File: src/rtl/pll_phase_sched.sv
// pll_phase_sched
//   Fast-clock scheduler driven by the phase count of the PLL slow/fast sync
//   counter. It checks that the phase sequence advances cleanly and declares
//   lock after LOCK_WRAPS consecutive clean wraps. Once locked, it samples
//   slw_data once per slow period at CAP_PHASE into a valid/ready output
//   register.
//
//   Optional feature macro: PLL_SCHED_STATS_EN adds err_cnt, a saturating
//   count of phase mismatches seen while locked.
//
// Ports
//   clk       in   fast clock, all logic on posedge
//   rst       in   synchronous active-high reset
//   en        in   scheduler enable; 0 returns to IDLE
//   phase     in   phase count 0..RATIO-1
//   slw_data  in   slow-domain word, stable around CAP_PHASE
//   out_data  out  captured word
//   out_valid out  out_data valid
//   out_ready in   downstream accept
//   cap_stb   out  one-cycle capture pulse
//   locked    out  phase sequence locked
//   ovf       out  sticky: capture dropped while output still pending
//   ovf_clr   in   clears ovf
//   err_cnt   out  (PLL_SCHED_STATS_EN only) mismatches while locked
module pll_phase_sched #(
  parameter int unsigned RATIO      = 8,
  parameter int unsigned DATA_WIDTH = 14,
  parameter int unsigned CAP_PHASE  = 4,
  parameter int unsigned LOCK_WRAPS = 4,
  parameter int unsigned ERR_WIDTH  = 8
) (
  input  logic                     clk,
  input  logic                     rst,
  input  logic                     en,
  input  logic [$clog2(RATIO)-1:0] phase,
  input  logic [DATA_WIDTH-1:0]    slw_data,
  output logic [DATA_WIDTH-1:0]    out_data,
  output logic                     out_valid,
  input  logic                     out_ready,
  output logic                     cap_stb,
  output logic                     locked,
  output logic                     ovf,
`ifdef PLL_SCHED_STATS_EN
  output logic [ERR_WIDTH-1:0]     err_cnt,
`endif
  input  logic                     ovf_clr
);

  localparam int unsigned PW = $clog2(RATIO);
  localparam int unsigned CW = $clog2(LOCK_WRAPS + 1);

  localparam logic [1:0] S_IDLE   = 2'd0;
  localparam logic [1:0] S_ACQ    = 2'd1;
  localparam logic [1:0] S_LOCKED = 2'd2;

  logic [1:0]    state, state_nxt;
  logic [PW-1:0] prev_phase;
  logic [PW-1:0] exp_phase;
  logic [CW-1:0] wrap_cnt, wrap_cnt_nxt, wrap_cnt_inc;
  logic          mis;
  logic          cap;
  logic          xfer;

  always_comb begin
    exp_phase = (prev_phase == PW'(RATIO - 1)) ? '0 : prev_phase + 1'b1;
    mis       = (phase != exp_phase) && (state != S_IDLE);
    cap       = (state == S_LOCKED) && !mis && (phase == PW'(CAP_PHASE)) && en;
    xfer      = out_valid && out_ready;
  end

  // en outranks mis in every state.
  always_comb begin
    state_nxt    = state;
    wrap_cnt_nxt = wrap_cnt;
    wrap_cnt_inc = wrap_cnt + 1'b1;
    if (!en) begin
      state_nxt    = S_IDLE;
    end else begin
      case (state)
        S_IDLE: begin
          state_nxt    = S_ACQ;
          wrap_cnt_nxt = '0;
        end
        S_ACQ: begin
          if (mis) begin
            wrap_cnt_nxt = '0;
          end else if (phase == '0) begin
            wrap_cnt_nxt = wrap_cnt_inc;
            if (wrap_cnt_inc == CW'(LOCK_WRAPS)) state_nxt = S_LOCKED;
          end
        end
        S_LOCKED: begin
          if (mis) begin
            state_nxt    = S_ACQ;
            wrap_cnt_nxt = '0;
          end
        end
        default: begin
          state_nxt    = S_IDLE;
          wrap_cnt_nxt = '0;
        end
      endcase
    end
  end

  always_ff @(posedge clk) begin
    if (rst) begin
      state      <= S_IDLE;
      wrap_cnt   <= '0;
      prev_phase <= PW'(RATIO - 1);
      locked     <= 1'b0;
      cap_stb    <= 1'b0;
    end else begin
      state      <= state_nxt;
      wrap_cnt   <= wrap_cnt_nxt;
      prev_phase <= phase;
      locked     <= (state_nxt == S_LOCKED);
      cap_stb    <= cap;
    end
  end

  // A capture into a full, non-draining register is dropped and flagged;
  // the set of ovf wins over a same-cycle clear.
  always_ff @(posedge clk) begin
    if (rst) begin
      out_data  <= '0;
      out_valid <= 1'b0;
      ovf       <= 1'b0;
    end else begin
      if (!en) begin
        out_valid <= 1'b0;
      end else if (cap && (!out_valid || out_ready)) begin
        out_data  <= slw_data;
        out_valid <= 1'b1;
      end else if (xfer) begin
        out_valid <= 1'b0;
      end

      if (cap && out_valid && !out_ready) begin
        ovf <= 1'b1;
      end else if (ovf_clr) begin
        ovf <= 1'b0;
      end
    end
  end

`ifdef PLL_SCHED_STATS_EN
  always_ff @(posedge clk) begin
    if (rst) begin
      err_cnt <= '0;
    end else if ((state == S_LOCKED) && mis && (err_cnt != '1)) begin
      err_cnt <= err_cnt + 1'b1;
    end
  end
`endif

endmodule
File: config.mk
export PLATFORM = sky130hd
export DESIGN_NAME = pll_phase_sched
export DESIGN_NICKNAME = d
export VERILOG_FILES = /design/src/rtl/pll_phase_sched.sv
export SDC_FILE = /design/constraint.sdc
export NUM_CORES = 1
export LEC_CHECK = 0
export CORE_ASPECT_RATIO = 0.75
export CORE_MARGIN = 2
export CORE_UTILIZATION = 47
export DETAILED_ROUTE_END_ITERATION = 8
export PLACE_DENSITY = 0.81
export SLEW_MARGIN = 40
export SYNTH_ARGS = -nofsm -noshare
export SYNTH_HDL_FRONTEND = slang
export SYNTH_SLANG_ARGS = --single-unit
File: constraint.sdc
create_clock -name clk -period 5.65 [get_ports clk]
set_clock_uncertainty 0.1 [all_clocks]
set_input_delay 1.13 -clock clk [delete_from_list [all_inputs] [get_ports clk]]
set_output_delay 1.13 -clock clk [all_outputs]
set_load 0.03 [all_outputs]
== After elaboration in Yosys (flattened, before gate mapping) ==
Index checks and enable logic that the tools add are counted.
Cells by class
  $add $sub $neg: 2
  equality and inequality tests: 9
  multiplexer cells: 15
  bitwise gates (word level): 1
  reductions and logical operators: 20
Operator list (count)
  $mux 3: 4
  $mux 2: 5
  $eq 3x3->1 const B: 3
  $logic_and 1x1->1: 8
  $add 3x1->3 const B: 2
  $pmux 2 s3: 1
  $pmux 3 s2: 1
  $reduce_bool 2->1: 3
  $eq 2x2->1 const B: 2
  $mux 1: 4
  $logic_not 1->1: 3
  $logic_not 3->1: 1
  $ne 3x3->1: 1
  $ne 3x3->1 const B: 1
  $reduce_and 3->1: 1
  $eq 2x1->1 const B: 1
  $logic_not 2->1: 1
  $ne 2x2->1 const B: 1
  $reduce_and 2->1: 1
  $reduce_or 2->1: 1
  $logic_or 1x1->1: 1
  $not 1->1: 1
Word-level totals
  flip-flop bits (word level): 26
  output and inout port bits: 18

== Depth between registers and ports, before layout ==
  depth in word-level cells: 11
  gate-level depth with buffers: 7

== Worst setup path after synthesis ==
Ideal clock, no wire load.
  path type: input to register
  from: in phase[0]
  to: reg out_data[0]
  library setup time: 0.128 ns
  arrival time: 2.591 ns
  required time: 5.422 ns
  setup slack: 2.832 ns
  cell stages on the path: 5
  path buffers: 1
  path through: or4b_4 a2111oi_4 buf_6 mux2i_1 nor2_1
Between the ends
  longest elaborated chain between the ends: 8
  elaborated cells on any way between the ends: 9
  those cells by class: eq/ne: 2; reduce/logical: 7
RTL lines
  start, declared: RTL line 35  | input logic [$clog2(RATIO)-1:0] phase,
  $ne 3x3->1: RTL line 66  | mis = (phase != exp_phase) && (state != S_IDLE);
  $logic_and 1x1->1: RTL line 66
  $logic_not 1->1: RTL line 67  | cap = (state == S_LOCKED) && !mis && (phase == PW'(CAP_PHASE)) && en;
  $logic_and 1x1->1: RTL line 67
  $logic_and 1x1->1 (*) (2 in a row): RTL line 67
  $logic_and 1x1->1 (*): RTL line 132  | end else if (cap && (!out_valid || out_ready)) begin
  $reduce_and 2->1 (no source line) (*)
  end signal, assigned: RTL line 133  | out_data <= slw_data;
  end, declared: RTL line 37  | output logic [DATA_WIDTH-1:0] out_data,
Mark *: on every way between the ends. The rest lies on a longest branch, timed or not.
A chain may end at the register's enable or synchronous reset.

== Worst setup path after layout ==
  from: in en
  to: reg out_data[5]
Between the ends
  longest elaborated chain between the ends: 3
RTL lines
  start, declared: RTL line 34  | input logic en,
  $logic_and 1x1->1: RTL line 67
  $logic_and 1x1->1: RTL line 132
  $reduce_and 2->1 (no source line) (*)
Marked as above.

==> reports/results.txt <==
cts repair resizes = 0
most used cell, CP = buf_4
Avg WL per Cell = 12.5 um
vias in the first global route = 884
Worst EP required = 5760 ps
leakage = 0.562 nW
met3 usage = 6.18%
CP startpoint kind = input pin
Setup crit end = out_data[5]
Antenna Cells = 0
gr busiest metal = met2
Synth async-reset ratio = 0%
Die Area = 0.00278 mm2
RSZ-0062 raised after global routing = false
CP max FO = 7
Remaining Overflow, GRT = 0
Initial Util = 49.0%
Post-CTS Setup Inserts = 0
Total Power = 0.310 mW
Num CTS Buffers = 3
Flop pwr share = 60.1%
maximum number of pins on one net before global-route repair = 25
MaxCap Viol Count = 0
internal power = 0.243 mW
Crit Reg-Reg Endpoint = wrap_cnt[2]
I/O pins = 40
Slew Limit Fails = 0
clock power share = 29.1%
Synth Area per Inst = 10.0 um2
setup TNS = 0 ps
Hold Path Class = flip-flop to flip-flop
combinational share of power = 10.8%
TritonCTS clock tree = built
die height = 46.2 um
Post-DRT Antenna Nets = 0
Max Freq = 310 MHz
post-layout net count = 180
crit path cell chain = clkdlybuf4s50_1 > or4b_4 > a2111oi_4 > buf_4 > buf_4 > mux2i_1 > nor2_1
CTS Hold Bufs = 0
initial antenna violation count = 0
top-count cell post-synth = dfxtp_1
max incr delay on CP = 590 ps
Synth area leader = dfxtp_1
slowest cell on the critical path = clkdlybuf4s50_1
vias per inst = 4.99
final setup violation count = 0
area share of the largest cell type after synthesis = 46.7%
synth warn = 0
DRC errors left = 0
gpl congestion = 0.867
DR iter-0 viols = 38
root buffer cell = clkbuf_4
dpl hpwl = 1860 um
Mapped Cells = 111
top cell types by occurrence after synthesis = dfxtp_1, nor2_1, mux2i_1
Max Buffers Root-to-Sink = 2
first-pass GRT wire length = 3760 um
post-layout minimum cycle time = 3220 ps
Die Span X = 60.2 um
Synth area leaders = dfxtp_1, mux2i_1, nor2_1, ha_1, a2111oi_4
pwr/cell area = 197 mW/mm2
critical path type = input pin to flip-flop
PortBufs = 39
Critical R2R Launch = prev_phase[0]
Reg2Reg Setup Slack = 3060 ps
Sink Count = 26
Synth Flop Type = dfxtp_1
Worst slew margin = 50.4%
NetSw = 0.0664 mW
# H-tree levels = 1
DR pass1 iterations = 4
worst r2r path cells = 6
Mapped Area = 0.00111 mm2
met1 Use GR = 24.5%
met2 usage = 29.3%
syn_nets = 137
period utilisation layout = 57.1%
Netlist cell types = 28
CP startpoint = en
maximum vdd drop = 155 uV
via count = 934
Tot GR Track Use = 18.5%
status = finished, final reports clean
slew of the pin with the lowest slew margin = 743 ps
Core Region = 0.00227 mm2
Post-synth EDFFs = 0
floorplan row count = 15
delay-heaviest family, CP = buffers and inverters
WP depth = 7
switching power share of the total = 21.4%
fill count = 174
Setup crit end kind = flip-flop
clock transition at the registers of the reported paths = 130 ps
worst skew pair latency = 310 ps
sequential area share after synthesis = 46.7%
CP arrival = 3330 ps
layout cells sized above 1 = 9.80%
WP buf/inv = 3
Total Wirelength = 2330 um
Hold Fails Final Rpt = 0
area grow syn2layout = 41.3%
#FFs+latches synth = 26
-- worst min-delay path by stage --
stage | start | to | slack, ps | cells after the start
after floorplan | wrap_cnt[2] | wrap_cnt[2] | 370 | 1
after global placement | out_data[6] | out_data[6] | 370 | 2
after detailed placement | out_data[9] | out_data[9] | 380 | 2
after CTS | out_data[12] | out_data[12] | 410 | 2
after global routing | out_data[9] | out_data[9] | 450 | 2
final | out_data[12] | out_data[12] | 410 | 2
-- routing by layer --
layer  up-vias  part of all wire [%]
li1        480                     -
met1       432                    45
met2        20                    49
met3         2                   5.1
met4         0                  0.64
met5         -                     0
-- cell type report --
class	instances	area, um2	area share, %
inverters	2	7.51	0.477
repair buffers	41	400	25.4
multi-input cells	80	567	36.0
well taps	34	42.5	2.70
flip-flops and latches	26	520	33.1
clock buffers	4	36.3	2.31
-- cell usage in the layout, fill, tap and decap left out --
cell type and n:
buf_2 1, clkbuf_4 3, a311oi_1 2, and3_1 3
nor2_1 19, nor4_1 1, nor2b_1 3, mux2i_1 14
o22ai_1 1, xor2_1 2, clkbuf_8 1, a21oi_1 3
ha_1 4, o21a_1 2, buf_4 2, a2111oi_4 1
nand2b_1 4, a2111oi_2 1, dfxtp_1 26, nor3_1 2
or4b_4 1, or3_2 1, inv_1 2, clkdlybuf4s50_1 38
nand4b_1 1, or2_2 4, a21boi_0 1, nand2_1 3
a31oi_1 1, nand4_1 2, o21ai_0 4
-- flip-flops by register name, indices dropped and copies added, names as in the netlist --
signal,count
out_data,14
prev_phase,3
wrap_cnt,3
state,2
cap_stb,1
locked,1
out_valid,1
ovf,1
-- kinds of logic (layout without fill, tap and decap cells) --
kind of cell | Yosys count | in the layout | synth area share [%]
xor gates and xnor gates | 2 | 2 | 1.57
adders and majority gates | 4 | 4 | 4.49
buffers and inverters | 5 | 47 | 2.36
muxes | 14 | 14 | 12.6
and+or+nand+nor | 44 | 44 | 20.6
DFF | 26 | 26 | 46.7
AOI/OAI and AO/OA | 16 | 16 | 11.7
-- through the flow --
stage / setup WS (ps) / cell area [um2] / std cells / hold slack [ps] / util (%)
floorplan: 2830 / 1110 / 111 / 369 / -
global placement: 1860 / 1530 / 181 / 372 / 67.3
detailed placement: 2040 / 1540 / 183 / 384 / 67.9
CTS: 2390 / 1580 / 187 / 412 / 69.5
global route: 2310 / 1570 / 187 / 447 / 69.3
finish: 2430 / 1570 / 187 / 409 / 69.3
-- power groups by stage --
stage | Combinational [mW] | Clock, mW | Sequential, mW
6_report | 0.0334 | 0.0903 | 0.186
5_1_grt | 0.0364 | 0.101 | 0.186
4_1_cts | 0.0338 | 0.0923 | 0.186
3_5_place_dp | 0.0336 | 0 | 0.190
3_3_place_gp | 0.0323 | 0 | 0.190
2_1_floorplan | 0.0144 | 0 | 0.190
-- worst register-to-register path: cells and delay by family (launching register included) --
kind	cells	cell delay, ps
AND/OR/NAND/NOR	1	330
flip-flops	1	360
adder cells (fa/ha/maj)	2	520
AO/OA/AOI/OAI	3	1210
No activity file was read; power rests on OpenSTA's default activity.
